## src/rtl/mult_div_unit.sv

```systemverilog
// rtl/mult_div_unit.sv - iterative 32-bit multiply/divide unit with HI/LO result registers
// Radix-2 shift-add multiply and restoring divide on magnitudes; sign fix-up in a final cycle.
module mult_div_unit (
    input  logic        iCLK,
    input  logic        iRST,
    input  logic        iStart,
    input  logic [1:0]  iOp,
    input  logic [31:0] iA,
    input  logic [31:0] iB,
    input  logic        iFlush,
    output logic        oBusy,
    output logic        oDone,
    output logic [31:0] oHi,
    output logic [31:0] oLo
);

    typedef enum logic [1:0] {S_IDLE, S_CALC, S_FIX, S_DONE} state_t;

    state_t      state_q, state_d;
    logic [5:0]  cnt_q, cnt_d;
    logic [63:0] acc_q, acc_d;
    logic [31:0] b_q, b_d;
    logic        is_div_q, is_div_d;
    logic        neg_res_q, neg_res_d;
    logic        neg_rem_q, neg_rem_d;
    logic [31:0] hi_q, hi_d;
    logic [31:0] lo_q, lo_d;

    logic        is_signed;
    logic        accept;
    logic [31:0] a_mag, b_mag;
    logic [32:0] mul_sum;
    logic [32:0] div_sh;
    logic        div_ge;
    logic [31:0] div_sub;
    logic [63:0] acc_neg;

    always_comb begin
        state_d   = state_q;
        cnt_d     = cnt_q;
        acc_d     = acc_q;
        b_d       = b_q;
        is_div_d  = is_div_q;
        neg_res_d = neg_res_q;
        neg_rem_d = neg_rem_q;
        hi_d      = hi_q;
        lo_d      = lo_q;

        is_signed = ~iOp[0];
        accept    = iStart & ~iFlush & ((state_q == S_IDLE) | (state_q == S_DONE));
        a_mag     = (is_signed & iA[31]) ? (32'd0 - iA) : iA;
        b_mag     = (is_signed & iB[31]) ? (32'd0 - iB) : iB;

        // Multiply: acc = {partial, multiplier}, add into the top half then shift right.
        mul_sum   = {1'b0, acc_q[63:32]} + (acc_q[0] ? {1'b0, b_q} : 33'd0);
        // Divide: acc = {remainder, dividend}, shift left and try to subtract the divisor.
        div_sh    = acc_q[63:31];
        div_ge    = div_sh >= {1'b0, b_q};
        div_sub   = div_sh[31:0] - b_q;
        acc_neg   = 64'd0 - acc_q;

        if (iFlush) begin
            cnt_d = 6'd0;
        end

        case (state_q)
            S_IDLE, S_DONE: begin
                state_d = S_IDLE;
                if (accept) begin
                    cnt_d     = 6'd0;
                    is_div_d  = iOp[1];
                    b_d       = b_mag;
                    acc_d     = {32'd0, a_mag};
                    neg_res_d = is_signed & (iA[31] ^ iB[31]);
                    neg_rem_d = is_signed & iOp[1] & iA[31];
                    if (iOp[1] && (iB == 32'd0)) begin
                        state_d = S_DONE;
                        lo_d    = 32'hFFFF_FFFF;
                        hi_d    = iA;
                    end else begin
                        state_d = S_CALC;
                    end
                end
            end
            S_CALC: begin
                if (iFlush) begin
                    state_d = S_IDLE;
                end else begin
                    if (is_div_q) begin
                        acc_d = {(div_ge ? div_sub : div_sh[31:0]), acc_q[30:0], div_ge};
                    end else begin
                        acc_d = {mul_sum, acc_q[31:1]};
                    end
                    cnt_d = cnt_q + 6'd1;
                    if (cnt_q == 6'd31) begin
                        state_d = S_FIX;
                    end
                end
            end
            S_FIX: begin
                if (iFlush) begin
                    state_d = S_IDLE;
                end else begin
                    state_d = S_DONE;
                    if (is_div_q) begin
                        lo_d = neg_res_q ? acc_neg[31:0] : acc_q[31:0];
                        hi_d = neg_rem_q ? (32'd0 - acc_q[63:32]) : acc_q[63:32];
                    end else begin
                        {hi_d, lo_d} = neg_res_q ? acc_neg : acc_q;
                    end
                end
            end
            default: state_d = S_IDLE;
        endcase
    end

    always_ff @(posedge iCLK or posedge iRST) begin
        if (iRST) begin
            state_q   <= S_IDLE;
            cnt_q     <= 6'd0;
            acc_q     <= 64'd0;
            b_q       <= 32'd0;
            is_div_q  <= 1'b0;
            neg_res_q <= 1'b0;
            neg_rem_q <= 1'b0;
            hi_q      <= 32'd0;
            lo_q      <= 32'd0;
        end else begin
            state_q   <= state_d;
            cnt_q     <= cnt_d;
            acc_q     <= acc_d;
            b_q       <= b_d;
            is_div_q  <= is_div_d;
            neg_res_q <= neg_res_d;
            neg_rem_q <= neg_rem_d;
            hi_q      <= hi_d;
            lo_q      <= lo_d;
        end
    end

    assign oBusy = (state_q == S_CALC) | (state_q == S_FIX);
    assign oDone = (state_q == S_DONE);
    assign oHi   = hi_q;
    assign oLo   = lo_q;

endmodule

```

## config.mk

```make
export PLATFORM = sky130hd
export DESIGN_NAME = mult_div_unit
export DESIGN_NICKNAME = d
export VERILOG_FILES = /design/src/rtl/mult_div_unit.sv
export SDC_FILE = /design/constraint.sdc
export NUM_CORES = 1
export LEC_CHECK = 0
export CORE_MARGIN = 1
export CORE_UTILIZATION = 50
export DETAILED_ROUTE_END_ITERATION = 10
export HOLD_SLACK_MARGIN = 0.12
export PLACE_DENSITY = 0.77
export SLEW_MARGIN = 25
export SYNTH_ARGS = -nofsm -noshare
export SYNTH_HDL_FRONTEND = slang
export SYNTH_SLANG_ARGS = --single-unit
```

## constraint.sdc

```tcl
create_clock -name iCLK -period 12.8 [get_ports iCLK]
set_clock_uncertainty 0.15 [all_clocks]
set_input_delay 1.28 -clock iCLK [delete_from_list [all_inputs] [get_ports iCLK]]
set_output_delay 1.28 -clock iCLK [all_outputs]
set_load 0.005 [all_outputs]
```

==> metrics list <==
- The run finished with clean final reports.
* Most numerous cell types in the synthesized netlist: 218 x sky130_fd_sc_hd__nand2_1, 216 x sky130_fd_sc_hd__o21ai_0, 171 x sky130_fd_sc_hd__dfrtp_1, 136 x sky130_fd_sc_hd__nor2_1, 94 x sky130_fd_sc_hd__xnor2_1
- Buffer type at the clock tree root: sky130_fd_sc_hd__clkbuf_16
- Of all nets on the critical path, the largest fanout is 64.
- Entering global routing, the biggest net connects 105 pins.
- VDD sags by at most 0.102 mV.
- Cell accounting for the most synthesized area: sky130_fd_sc_hd__dfrtp_1
- The first global-routing pass estimated 67600 um of wire.
- Final Cycle Share: 0.364
* RR Endpoint: acc_q[63]
* DRC violations left: 0
- Worst min-delay path class: reg -> reg
* Category of the most critical setup path: in -> reg
- At the end of routability-driven placement, the weighted congestion stood at 0.968.
* Hold bufs inserted after CTS: 0
- In the final layout, the share of cells above drive strength 1 is 0.0446.
- Top-level I/O count: 136
* Reg-to-reg setup timing slack: 8.73 ns
- In this run the vertical extent of the chip is 170 um.
- Setup repair after global routing missed its margin: false
- Dividing total power by cell area gives a power density of 164 nW/um^2.
- Final setup violation count: 0
- Number of maximum-capacitance violations: 0
- Critical path's largest stage delay: 0.55 ns
- After detailed placement, the total cell area comes to 15600 sq um.
- Number of pins with negative max-slew slack in the final report: 0
- For the worst-skew pair, the clock arrives at the later sink with an insertion delay of 0.46 ns.
* Mean number of vias per cell: 6.18
- STA puts the critical path data required time at 12.99 ns.
- Detailed placement finished with a half-perimeter wire length of 31500 um.
* Critical path's top delay family: simple AND/OR/NAND/NOR gates
- Yosys warning total: 0
- After routing, the total negative slack on setup checks comes to 0 ns.
- Fin cells: 2194
- After floorplanning, the core was divided into 61 placement rows.
- The floorplan step defined a die boundary enclosing 28800 sq um.
* Library cell with the highest instance count after synthesis: sky130_fd_sc_hd__nand2_1
- Starting utilization of the core area: 0.507
- The via count of the first global-routing pass was 12.7k.
- Total Nets Final: 1947
- Sort of element at the end of the critical path: register
- After synthesis, the share of flip-flops with an asynchronous set or reset is 1.00.
- Post-synth design cell area: 14100 sq um
- TritonCTS created 17 clock buffers.
- Number of routed nets with antenna violations: 0
- Synthesis handed over a netlist of 1737 instances.
- Worst-case hold slack: 0.335 ns
- The analysis attributes to cell leakage a power of 6.89 nW.
* FF-to-FF path depth: 13
* WHS Endpoint: b_q[7]
* Clock transition at the register clock pins on the worst setup and hold paths after CTS: 0.07 ns
- Flip-flop cell with the highest count after synthesis: sky130_fd_sc_hd__dfrtp_1
- The number of nets in the synthesized netlist is 1881.
- In this run, placement finished with an instance count of 2162.
- Min cycle time layout: 4.66 ns
- The worst register-to-register path begins at acc_q[0].
* Critical Path AT: 4.84 ns
- Averaged over all synthesized cells, the footprint is 8.09 sq um.
* Routed Wire Length: 42500 um
- Yosys mapped a number of flops with a built-in enable equal to 0.
- CTS built an H-tree with a depth of 4.
- CP max stage cell: sky130_fd_sc_hd__buf_4
- Clock tree from TritonCTS: done
* Hold depth: 2
- Fraction of synthesized cell area taken by the top area cell type: 0.304
* Total number of clock tree sinks: 171
* Routed vias: 13.6k
- Number of buffers inserted by post-CTS setup repair: 0
- The worst pin sits at a relative slew slack of 0.290.
- Design Power: 2.67 mW
* Maximum frequency from static timing analysis: 215 MHz
* Hold wc startpoint: b_q[7]
- Remaining global-route overflow: 0
- Area of the core: 27700 sq um
- Die W: 170 um
- Cells resized by post-CTS repair: 0
- Startpoint kind of the worst setup timing path: input pin
- After the first detailed-routing iteration, the DRC count stood at 1413.
- In the final routed layout, each cell accounts on average for 19.4 um.
- For this run, the total global-route usage over all layers was measured as 0.297.
* Most area-consuming cells after synthesis: sky130_fd_sc_hd__dfrtp_1 30%, sky130_fd_sc_hd__o21ai_0 7.7%, sky130_fd_sc_hd__ha_1 6.4%
- Length of the first detailed-routing pass in iterations: 6
* Final number of hold-violating endpoints: 0
- Initial antenna violation count: 0
* Distinct cell type count of the synthesized netlist: 87
* CP Buf/Inv Count: 2
- After routing the design area is 16200 sq um.
* Area grow syn2layout: 15.6%
- In this run, synthesis produced a sequential element count of 171.
- Counting along the longest clock path gives a buffer depth of 2.
- Crit. Startpoint: iB[23]
* Fraction of the yosys area taken by sequential cells: 0.304
- The signal on the critical path passes through clkdlybuf4s50_1, or3_1, or2_1, or4_1, or4_4, o32ai_4, buf_4, nand2_2, o22a_1.
- Input and output buffers added on the ports amount to 135.
* Inserted Diodes: 0
* Transition time at the pin with the least slew margin: 1.06 ns
==> registers in the layout, indices dropped and copies added, names as in the netlist <==
signal / count
oHi: 32
neg_res_q: 1
neg_rem_q: 1
cnt_q: 6
b_q: 32
oLo: 32
state_q: 2
acc_q: 64
is_div_q: 1
==> report_power, final <==
| part | internal [mW] | switching, mW | total, mW |
|---|---|---|---|
| Sequential | 0.698 | 0.195 | 0.893 |
| Clock | 0.272 | 0.286 | 0.557 |
| Combinational | 0.556 | 0.659 | 1.22 |
| Total | 1.53 | 1.14 | 2.67 |
==> tightest hold or removal path, stage by stage (launching register included) <==
cell and delay (ns):
sky130_fd_sc_hd__dfrtp_1 0.35, sky130_fd_sc_hd__nand2_1 0.05, sky130_fd_sc_hd__o21ai_0 0.06
==> cell usage in the layout, fill, tap and decap left out, types with 16 or more instances in the layout <==
| cell type | instances |
|---|---|
| sky130_fd_sc_hd__dfrtp_1 | 170 |
| sky130_fd_sc_hd__clkbuf_16 | 17 |
| sky130_fd_sc_hd__nor3_1 | 36 |
| sky130_fd_sc_hd__nor2_1 | 136 |
| sky130_fd_sc_hd__mux2i_1 | 76 |
| sky130_fd_sc_hd__xnor2_1 | 94 |
| sky130_fd_sc_hd__o21ai_0 | 216 |
| sky130_fd_sc_hd__a21oi_1 | 89 |
| sky130_fd_sc_hd__a31oi_1 | 38 |
| sky130_fd_sc_hd__nand2_1 | 218 |
| sky130_fd_sc_hd__a21o_1 | 24 |
| sky130_fd_sc_hd__clkdlybuf4s50_1 | 135 |
| sky130_fd_sc_hd__inv_1 | 66 |
| sky130_fd_sc_hd__nand2b_1 | 16 |
| sky130_fd_sc_hd__o31ai_1 | 22 |
| sky130_fd_sc_hd__xor2_1 | 74 |
| sky130_fd_sc_hd__ha_1 | 70 |
==> routing by layer <==
| layer | wire (um) | global-route usage |
|---|---|---|
| met3 | 3040 | 0.0487 |
| met4 | 1160 | 0.0995 |
| met1 | 18500 | 0.396 |
| met5 | 0 | 0 |
| met2 | 19800 | 0.486 |
==> how the worst max path moves through the flow <==
stage | to | slack (ns) | cells past startpoint
3_3_place_gp | oLo[27] | 7.79 | 9
5_1_grt | oLo[31] | 7.98 | 9
2_1_floorplan | acc_q[0] | 6.74 | 1
4_1_cts | oLo[28] | 8.15 | 9
6_report | oLo[28] | 8.14 | 9
3_5_place_dp | oLo[23] | 7.69 | 9
==> through the flow <==
step,util,setup WS (ns)
2_1_floorplan,-,6.74
3_3_place_gp,0.563,7.79
3_5_place_dp,0.563,7.69
4_1_cts,0.586,8.15
5_1_grt,0.586,7.98
6_report,0.586,8.14
==> layout make-up <==
| type | instances | area, sq um |
|---|---|---|
| inverter | 68 | 263 |
| multi-input combinational | 1400 | 9170 |
| fill | 2482 | 11500 |
| timing repair buffer | 145 | 1430 |
| tap | 378 | 473 |
| clock buffer | 17 | 425 |
| sequential | 171 | 4280 |
| clock inverter | 15 | 206 |
==> cells by family after synthesis <==
group,count (synthesis),share of synthesized area
buffers and inverters,166,0.0457
AOI/OAI and AO/OA,535,0.236
xor gates and xnor gates,168,0.105
adders and majority gates,74,0.0669
muxes,82,0.0589
and+or+nand+nor,541,0.183
DFF,171,0.304
Power figures use the tool's default switching activity.
